--- config.mk ---
export PLATFORM = sky130hd
export DESIGN_NAME = ram_load_arbiter
export DESIGN_NICKNAME = d
export VERILOG_FILES = /design/src/rtl/up3_pkg.sv /design/src/rtl/ram_load_arbiter_mux.sv /design/src/rtl/ram_load_arbiter.sv
export SDC_FILE = /design/constraint.sdc
export NUM_CORES = 1
export LEC_CHECK = 0
export BUFFER_PORTS_ARGS = -buffer_cell sky130_fd_sc_hd__clkbuf_2
export CORE_UTILIZATION = 50
export DETAILED_ROUTE_END_ITERATION = 10
export GPL_ROUTABILITY_DRIVEN = 0
export PLACE_DENSITY = 0.77
export SLEW_MARGIN = 10
export SYNTH_ARGS = -nofsm -noshare
export SYNTH_HDL_FRONTEND = slang
export SYNTH_SLANG_ARGS = --single-unit
--- constraint.sdc ---
create_clock -name clk -period 2.3 [get_ports clk]
set_input_delay 0.115 -clock clk [delete_from_list [all_inputs] [get_ports clk]]
set_output_delay 0.115 -clock clk [all_outputs]
set_load 0.02 [all_outputs]
--- src/rtl/up3_pkg.sv ---
// Shared types and widths for the up3 RAM loader arbiter.
package up3_pkg;

    localparam int unsigned UP3_ADDR_W = 8;
    localparam int unsigned UP3_DATA_W = 8;

    typedef enum logic [2:0] {
        CPU_RUN  = 3'd0,
        WAIT_BND = 3'd1,
        LD_ADDR  = 3'd2,
        LD_DATA  = 3'd3,
        LD_WRITE = 3'd4,
        RESTART  = 3'd5
    } ldarb_state_t;

endpackage

--- src/rtl/ram_load_arbiter_mux.sv ---
// Combinational owner select of the single RAM port between CPU and loader.
module ram_port_mux #(
    parameter int unsigned ADDR_W = 8,
    parameter int unsigned DATA_W = 8
) (
    input  logic              sel_loader_i,
    input  logic [ADDR_W-1:0] cpu_addr_i,
    input  logic [DATA_W-1:0] cpu_wdata_i,
    input  logic              cpu_wren_i,
    input  logic [ADDR_W-1:0] ld_addr_i,
    input  logic [DATA_W-1:0] ld_wdata_i,
    input  logic              ld_wren_i,
    output logic [ADDR_W-1:0] ram_addr_o,
    output logic [DATA_W-1:0] ram_wdata_o,
    output logic              ram_wren_o
);

    always_comb begin
        ram_addr_o  = cpu_addr_i;
        ram_wdata_o = cpu_wdata_i;
        ram_wren_o  = cpu_wren_i;
        if (sel_loader_i) begin
            ram_addr_o  = ld_addr_i;
            ram_wdata_o = ld_wdata_i;
            ram_wren_o  = ld_wren_i;
        end
    end

endmodule

--- src/rtl/ram_load_arbiter.sv ---
// Hands the program RAM port to a byte-serial front-panel loader, stalling
// the control unit at a fetch boundary and releasing it when load_req drops.
module ram_load_arbiter
    import up3_pkg::*;
#(
    parameter int unsigned ADDR_W     = UP3_ADDR_W,
    parameter int unsigned DATA_W     = UP3_DATA_W,
    parameter bit          RESTART_PC = 1'b1
) (
    input  logic              clk,
    input  logic              reset,
    input  logic              load_req,
    input  logic              byte_stb,
    input  logic [DATA_W-1:0] byte_in,
    input  logic              cpu_at_fetch,
    input  logic [ADDR_W-1:0] cpu_addr,
    input  logic [DATA_W-1:0] cpu_wdata,
    input  logic              cpu_wren,
    output logic [ADDR_W-1:0] ram_addr,
    output logic [DATA_W-1:0] ram_wdata,
    output logic              ram_wren,
    output logic              cpu_hold,
    output logic              cpu_restart,
    output logic              loader_busy,
    output logic [ADDR_W-1:0] load_count,
    output logic              wrap_err
);

    ldarb_state_t      state_q, state_d;
    logic [ADDR_W-1:0] addr_q, addr_d;
    logic [DATA_W-1:0] data_q, data_d;
    logic [ADDR_W-1:0] count_q, count_d;
    logic              wrap_q, wrap_d;
    logic              hold_q, hold_d;
    logic              restart_q, restart_d;
    logic              busy_q, busy_d;

    always_ff @(posedge clk or negedge reset) begin
        if (!reset) state_q <= CPU_RUN;
        else        state_q <= state_d;
    end

    // A falling load_req always beats a coincident byte strobe.
    always_comb begin
        state_d = state_q;
        unique case (state_q)
            CPU_RUN:  if (load_req) state_d = WAIT_BND;
            WAIT_BND: begin
                if (!load_req)        state_d = CPU_RUN;
                else if (cpu_at_fetch) state_d = LD_ADDR;
            end
            LD_ADDR: begin
                if (!load_req)    state_d = RESTART;
                else if (byte_stb) state_d = LD_DATA;
            end
            LD_DATA: begin
                if (!load_req)    state_d = RESTART;
                else if (byte_stb) state_d = LD_WRITE;
            end
            LD_WRITE: state_d = load_req ? LD_DATA : RESTART;
            RESTART:  state_d = CPU_RUN;
            default:  state_d = CPU_RUN;
        endcase
    end

    always_comb begin
        addr_d    = addr_q;
        data_d    = data_q;
        count_d   = count_q;
        wrap_d    = wrap_q;
        hold_d    = (state_d == WAIT_BND) || (state_d == LD_ADDR) ||
                    (state_d == LD_DATA)  || (state_d == LD_WRITE);
        busy_d    = (state_d == LD_ADDR) || (state_d == LD_DATA) ||
                    (state_d == LD_WRITE);
        restart_d = (state_d == RESTART) && RESTART_PC;
        unique case (state_q)
            WAIT_BND: if (load_req && cpu_at_fetch) begin
                count_d = '0;
                wrap_d  = 1'b0;
            end
            LD_ADDR:  if (load_req && byte_stb) addr_d = byte_in[ADDR_W-1:0];
            LD_DATA:  if (load_req && byte_stb) data_d = byte_in;
            LD_WRITE: begin
                addr_d = addr_q + ADDR_W'(1);
                if (&addr_q) wrap_d = 1'b1;
                if (!(&count_q)) count_d = count_q + ADDR_W'(1);
            end
            default: ;
        endcase
    end

    always_ff @(posedge clk or negedge reset) begin
        if (!reset) begin
            addr_q    <= '0;
            data_q    <= '0;
            count_q   <= '0;
            wrap_q    <= 1'b0;
            hold_q    <= 1'b0;
            restart_q <= 1'b0;
            busy_q    <= 1'b0;
        end else begin
            addr_q    <= addr_d;
            data_q    <= data_d;
            count_q   <= count_d;
            wrap_q    <= wrap_d;
            hold_q    <= hold_d;
            restart_q <= restart_d;
            busy_q    <= busy_d;
        end
    end

    assign cpu_hold    = hold_q;
    assign cpu_restart = restart_q;
    assign loader_busy = busy_q;
    assign load_count  = count_q;
    assign wrap_err    = wrap_q;

    ram_port_mux #(
        .ADDR_W (ADDR_W),
        .DATA_W (DATA_W)
    ) u_mux (
        .sel_loader_i (busy_q),
        .cpu_addr_i   (cpu_addr),
        .cpu_wdata_i  (cpu_wdata),
        .cpu_wren_i   (cpu_wren),
        .ld_addr_i    (addr_q),
        .ld_wdata_i   (data_q),
        .ld_wren_i    (state_q == LD_WRITE),
        .ram_addr_o   (ram_addr),
        .ram_wdata_o  (ram_wdata),
        .ram_wren_o   (ram_wren)
    );

endmodule
After elaboration in Yosys (flattened, before gate mapping)
Cells that the tools add are included.
{ "totals": {"elab_cells": 59, "ff_bits": 31, "output_inout_bits": 29} }
{ "classes": {"n_mux": 20, "n_reduce_logical": 16, "addsub": 2, "n_eq_ne": 13} }
{ "op_table": {"columns": ["operator", "count"], "rows": [
  ["8-bit 2-to-1 mux", 5],
  ["8-bit case mux with 2 select lines", 2],
  ["3-bit 2-to-1 mux", 8],
  ["8-bit by 1-bit adder with 8-bit output (second input constant)", 2],
  ["8-bit AND reduction", 2],
  ["3-bit case mux with 5 select lines", 1],
  ["3-bit by 2-bit equality test with 1-bit output (second input constant)", 4],
  ["3-bit equality test (second input constant)", 3],
  ["2-bit inequality test (second input constant)", 4],
  ["3-bit by 1-bit equality test with 1-bit output (second input constant)", 2],
  ["3-bit AND reduction", 2],
  ["1-bit logical OR", 5],
  ["2-bit AND reduction", 2],
  ["2-bit nonzero test", 2],
  ["3-bit zero test", 1],
  ["1-bit 2-to-1 mux", 3],
  ["1-bit logical AND", 2],
  ["1-bit case mux with 2 select lines", 1]
]} }

Longest topological paths before layout
{ "logic_depth": {"depth_word": 7, "depth_mapped": 6, "ltp_nobuf": 5} }

By module
From an unflattened synthesis, not the netlist that was laid out.
{ "unflattened": {"hier_cells": 156, "hier_area_um2": 1855.5} }
{ "by_module_without_submodules": {"columns": ["module", "seq_area_each_um2", "cells_per_inst", "area_per_inst_um2", "instances"], "rows": [
  ["ram_load_arbiter", 775.7, 137, 1595.3, 1],
  ["ram_port_mux", 0.0, 19, 260.2, 1]
]} }

Worst setup path after synthesis
OpenSTA, ideal clock, no wires.
{ "synth_path": {"path_type": "register to register", "start": "register state_q[1]", "end": "register data_q[0]", "stages_incl_launch_ff": 7, "arrival_ns": 1.772, "path_buffers": 2, "setup_ns": 0.125, "period_less_slack_ns": 1.897, "setup_slack_ns": 0.403, "cell_sequence": "dfrtp_1 -> buf_6 -> or3b_1 -> clkbuf_2 -> o22ai_2 -> a21boi_4 -> mux2_2"} }
{ "synth_between": {"elab_chain_cells": 2} }
{ "synth_lines": {"columns": ["item", "line", "text"], "rows": [
  ["start, declared", "ram_load_arbiter.sv:29", "ldarb_state_t state_q, state_d;"],
  ["start signal, assigned", "ram_load_arbiter.sv:40", "else state_q <= state_d;"],
  ["3-bit by 2-bit equality test with 1-bit output", "ram_load_arbiter.sv:76", "unique case (state_q)"],
  ["2-bit AND reduction (no line)", null, null],
  ["end signal, assigned", "ram_load_arbiter.sv:103", "data_q <= data_d;"],
  ["end, declared", "ram_load_arbiter.sv:31", "logic [DATA_W-1:0] data_q, data_d;"]
]} }
Every way passes these cells.
A chain may end at the register's enable or synchronous reset.

Worst setup path after layout
{ "layout_path": {"start": "register state_q[0]", "end": "register data_q[3]"} }
Same word-level chain as after synthesis.

==> run metrics <==
Hold/Removal Path Class in2reg; Detailed Route WL 3780 um; fraction of registers with async set or reset after synthesis 1.00; CP Class reg2reg; CTS Buffer Depth 2; final worst slack 0.327 ns; clock tree from TritonCTS built; post-synth design cell area 0.00173 sq mm; Core Area 0.00334 sq mm; Max Cap Viol 0; pre-CTS setup slack 0.341 ns; number of top-level pins 59; Crit Reg-Reg Startpoint state_q[0]$_DFF_PN0_; Worst Path Max Fanout 12; DIE WIDTH 60.9 um; post-synth top area cell dfrtp_1; Sw Share 0.405; Setup crit start state_q[0]$_DFF_PN0_; CTS HTree Levels 2; fraction of layout cells with a size suffix above 1 0.444; CTS Buf Count 5; CP Launch Type register; DIE AREA 0.00371 sq mm; peak supply drop 0.000562 V; CTS-repair resized insts 0; largest net degree at the start of global routing 32; termination of the worst setup path data_q[3]$_DFFE_PN0P_; fin crit share 0.858; skew final 0.00509 ns; post-CTS setup buffer count 0; Root Driver clkbuf_4; Hold Buf Count CTS 1; syn nets 196; main flop type after synthesis dfrtp_1; Post-synth EDFFs 0; P_leak 1.02 nW; Port Buffers 58; # placed instances 262; Final ANT Viol Nets 0; Starting Density 0.519; vias 1494; first-pass GRT wire length 5920 um; final slew viol count 0; total grt overflow 0; final setup TNS 0 ns; Clock Sinks 31; Setup violations, final 0; Die Height 60.9 um; Initial DRT Pass Iterations 4; Avg Cell Area, Syn 10.6 sq um; synthesis-to-layout area growth 23.5%; Internal 1.40 mW; DRC Markers 0; Yosys reg bits 31; sequential-to-total area share from yosys stat 0.448; filler cell count 278; Total GRT Usage 0.226; Clock Power Share 0.154; Psw 0.954 mW; drt initial violations 49; total power 2.36 mW; WP data required 2.52 ns; insertion delay to the later sink of the worst-skew pair 0.33 ns; hpwl dp 2790 um; max_slew headroom 0.512; # nets final 256; fin crit period 1.97 ns; Register Area 776 sq um; Reg2Reg Depth 4; leading post-synthesis cells by cell area dfrtp_1 (45%), mux2_2 (16%), and3_1 (2.5%); Pwr Density 1100 mW/mm^2; Fin. Hold Viols 0; arrival time worst endpoint 2.19 ns; FP Rows 21; sequential share of power 0.423; post-DR vias/cell 5.51; RSZ-0062 raised after global routing no; area of the multi-input gates 900 sq um; Logic pwr share 0.422; measured slew at the worst slew-check pin 0.732 ns; top-area cell type share of the netlist area 0.448; Yosys cell types 44; Mapped Cells 164; clk slew on worst S/H paths 0.09 ns; via count of the first global-routing pass 1275; WL/cell 14.0 um; # diodes 0; antenna violations before repair 0; fin cells 271; Max Clk Rate 507 MHz; CP Capture Type register; R2R Path End data_q[3]$_DFFE_PN0P_; R2R Setup Slk 0.33 ns; Synth warnings 0; status finished clean
-- critical path, cell delays in order (launching register included) --
cell,delay (ns)
dfrtp_1,0.50
or3b_1,0.43
o22ai_2,0.16
a21boi_4,0.38
mux2_2,0.38
-- cell usage after synthesis (2+ instances only) --
cell      number
nor2_1         8
inv_1          4
dfrtp_1       31
and3_1         7
a221o_1        2
or4_1          4
a31oi_1        4
nand3_1        7
and2_1         2
a211oi_1       3
clkbuf_1       6
ha_1           2
nor2b_1        2
a21oi_1        6
o21ai_0        8
or2_2          2
nand4_1        4
o211ai_1       4
o22ai_1        2
mux2_2        25
nand2_1        8
-- cell usage in the layout, fill, tap and decap left out, types with 5 or more instances in the layout --
| cell type | netlist | final |
|---|---|---|
| nand2_1 | 8 | 8 |
| nor2_1 | 8 | 8 |
| mux2_2 | 25 | 25 |
| clkbuf_4 | 0 | 5 |
| and3_1 | 7 | 7 |
| nand3_1 | 7 | 7 |
| a21oi_1 | 6 | 6 |
| clkbuf_2 | 1 | 58 |
| dfrtp_1 | 31 | 31 |
| o21ai_0 | 8 | 8 |
-- through the flow --
step | instance area, sq um | hold WS, ns | util
after floorplan | 1730 | -0.181 | -
after global placement | 2060 | 0.213 | 0.618
after detailed placement | 2060 | 0.214 | 0.618
after CTS | 2140 | 0.00189 | 0.641
after global routing | 2140 | 0.00929 | 0.641
final | 2140 | 0.0107 | 0.641
-- worst min path at each step --
stage | slack (ns) | start | cells after the start | endpoint
final | 0.01 | byte_in[7] | 3 | addr_q[7]$_DFFE_PN0P_
after global routing | 0.009 | byte_in[2] | 2 | data_q[2]$_DFFE_PN0P_
after CTS | 0.002 | byte_in[7] | 3 | addr_q[7]$_DFFE_PN0P_
after detailed placement | 0.21 | reset | 1 | cpu_restart$_DFF_PN0_
after global placement | 0.21 | reset | 1 | cpu_hold$_DFF_PN0_
after floorplan | -0.18 | reset | 0 | addr_q[0]$_DFFE_PN0P_
-- final cells by class --
type | instances | area share
clock buffers | 8 | 0.0322
inverters | 4 | 0.00702
multi-input cells | 120 | 0.420
flip-flops and latches | 31 | 0.363
well taps | 46 | 0.0269
repair buffers | 62 | 0.151
-- state kept, by name (all words and copies together) (netlist names) --
register and count:
wrap_err 1, cpu_hold 1, data_q 8, addr_q 8
loader_busy 1, state_q 3, cpu_restart 1, load_count 8
-- routing by layer --
layer	global-route usage	share of wire	vias to the layer above
li1	-	-	743
met1	0.290	0.47	707
met2	0.345	0.47	37
met3	0.0682	0.040	7
met4	0.117	0.017	0
met5	0	0	-
-- power by group through the flow --
stage          clock network [mW]  registers, mW  logic, mW
2_1_floorplan                   0          0.949      0.759
3_3_place_gp                    0          0.996      0.973
3_5_place_dp                    0           1.01      0.997
4_1_cts                     0.377          0.997       1.00
5_1_grt                     0.402           1.04       1.11
6_report                    0.363          0.998      0.995
-- cells by family after synthesis --
logic type / share of synthesized area
AOI/OAI and AO/OA: 0.161
adders and majority gates: 0.0144
buffers and inverters: 0.0332
DFF: 0.448
and+or+nand+nor: 0.175
muxes: 0.168
Note: power is estimated with default switching activity, not from simulation.
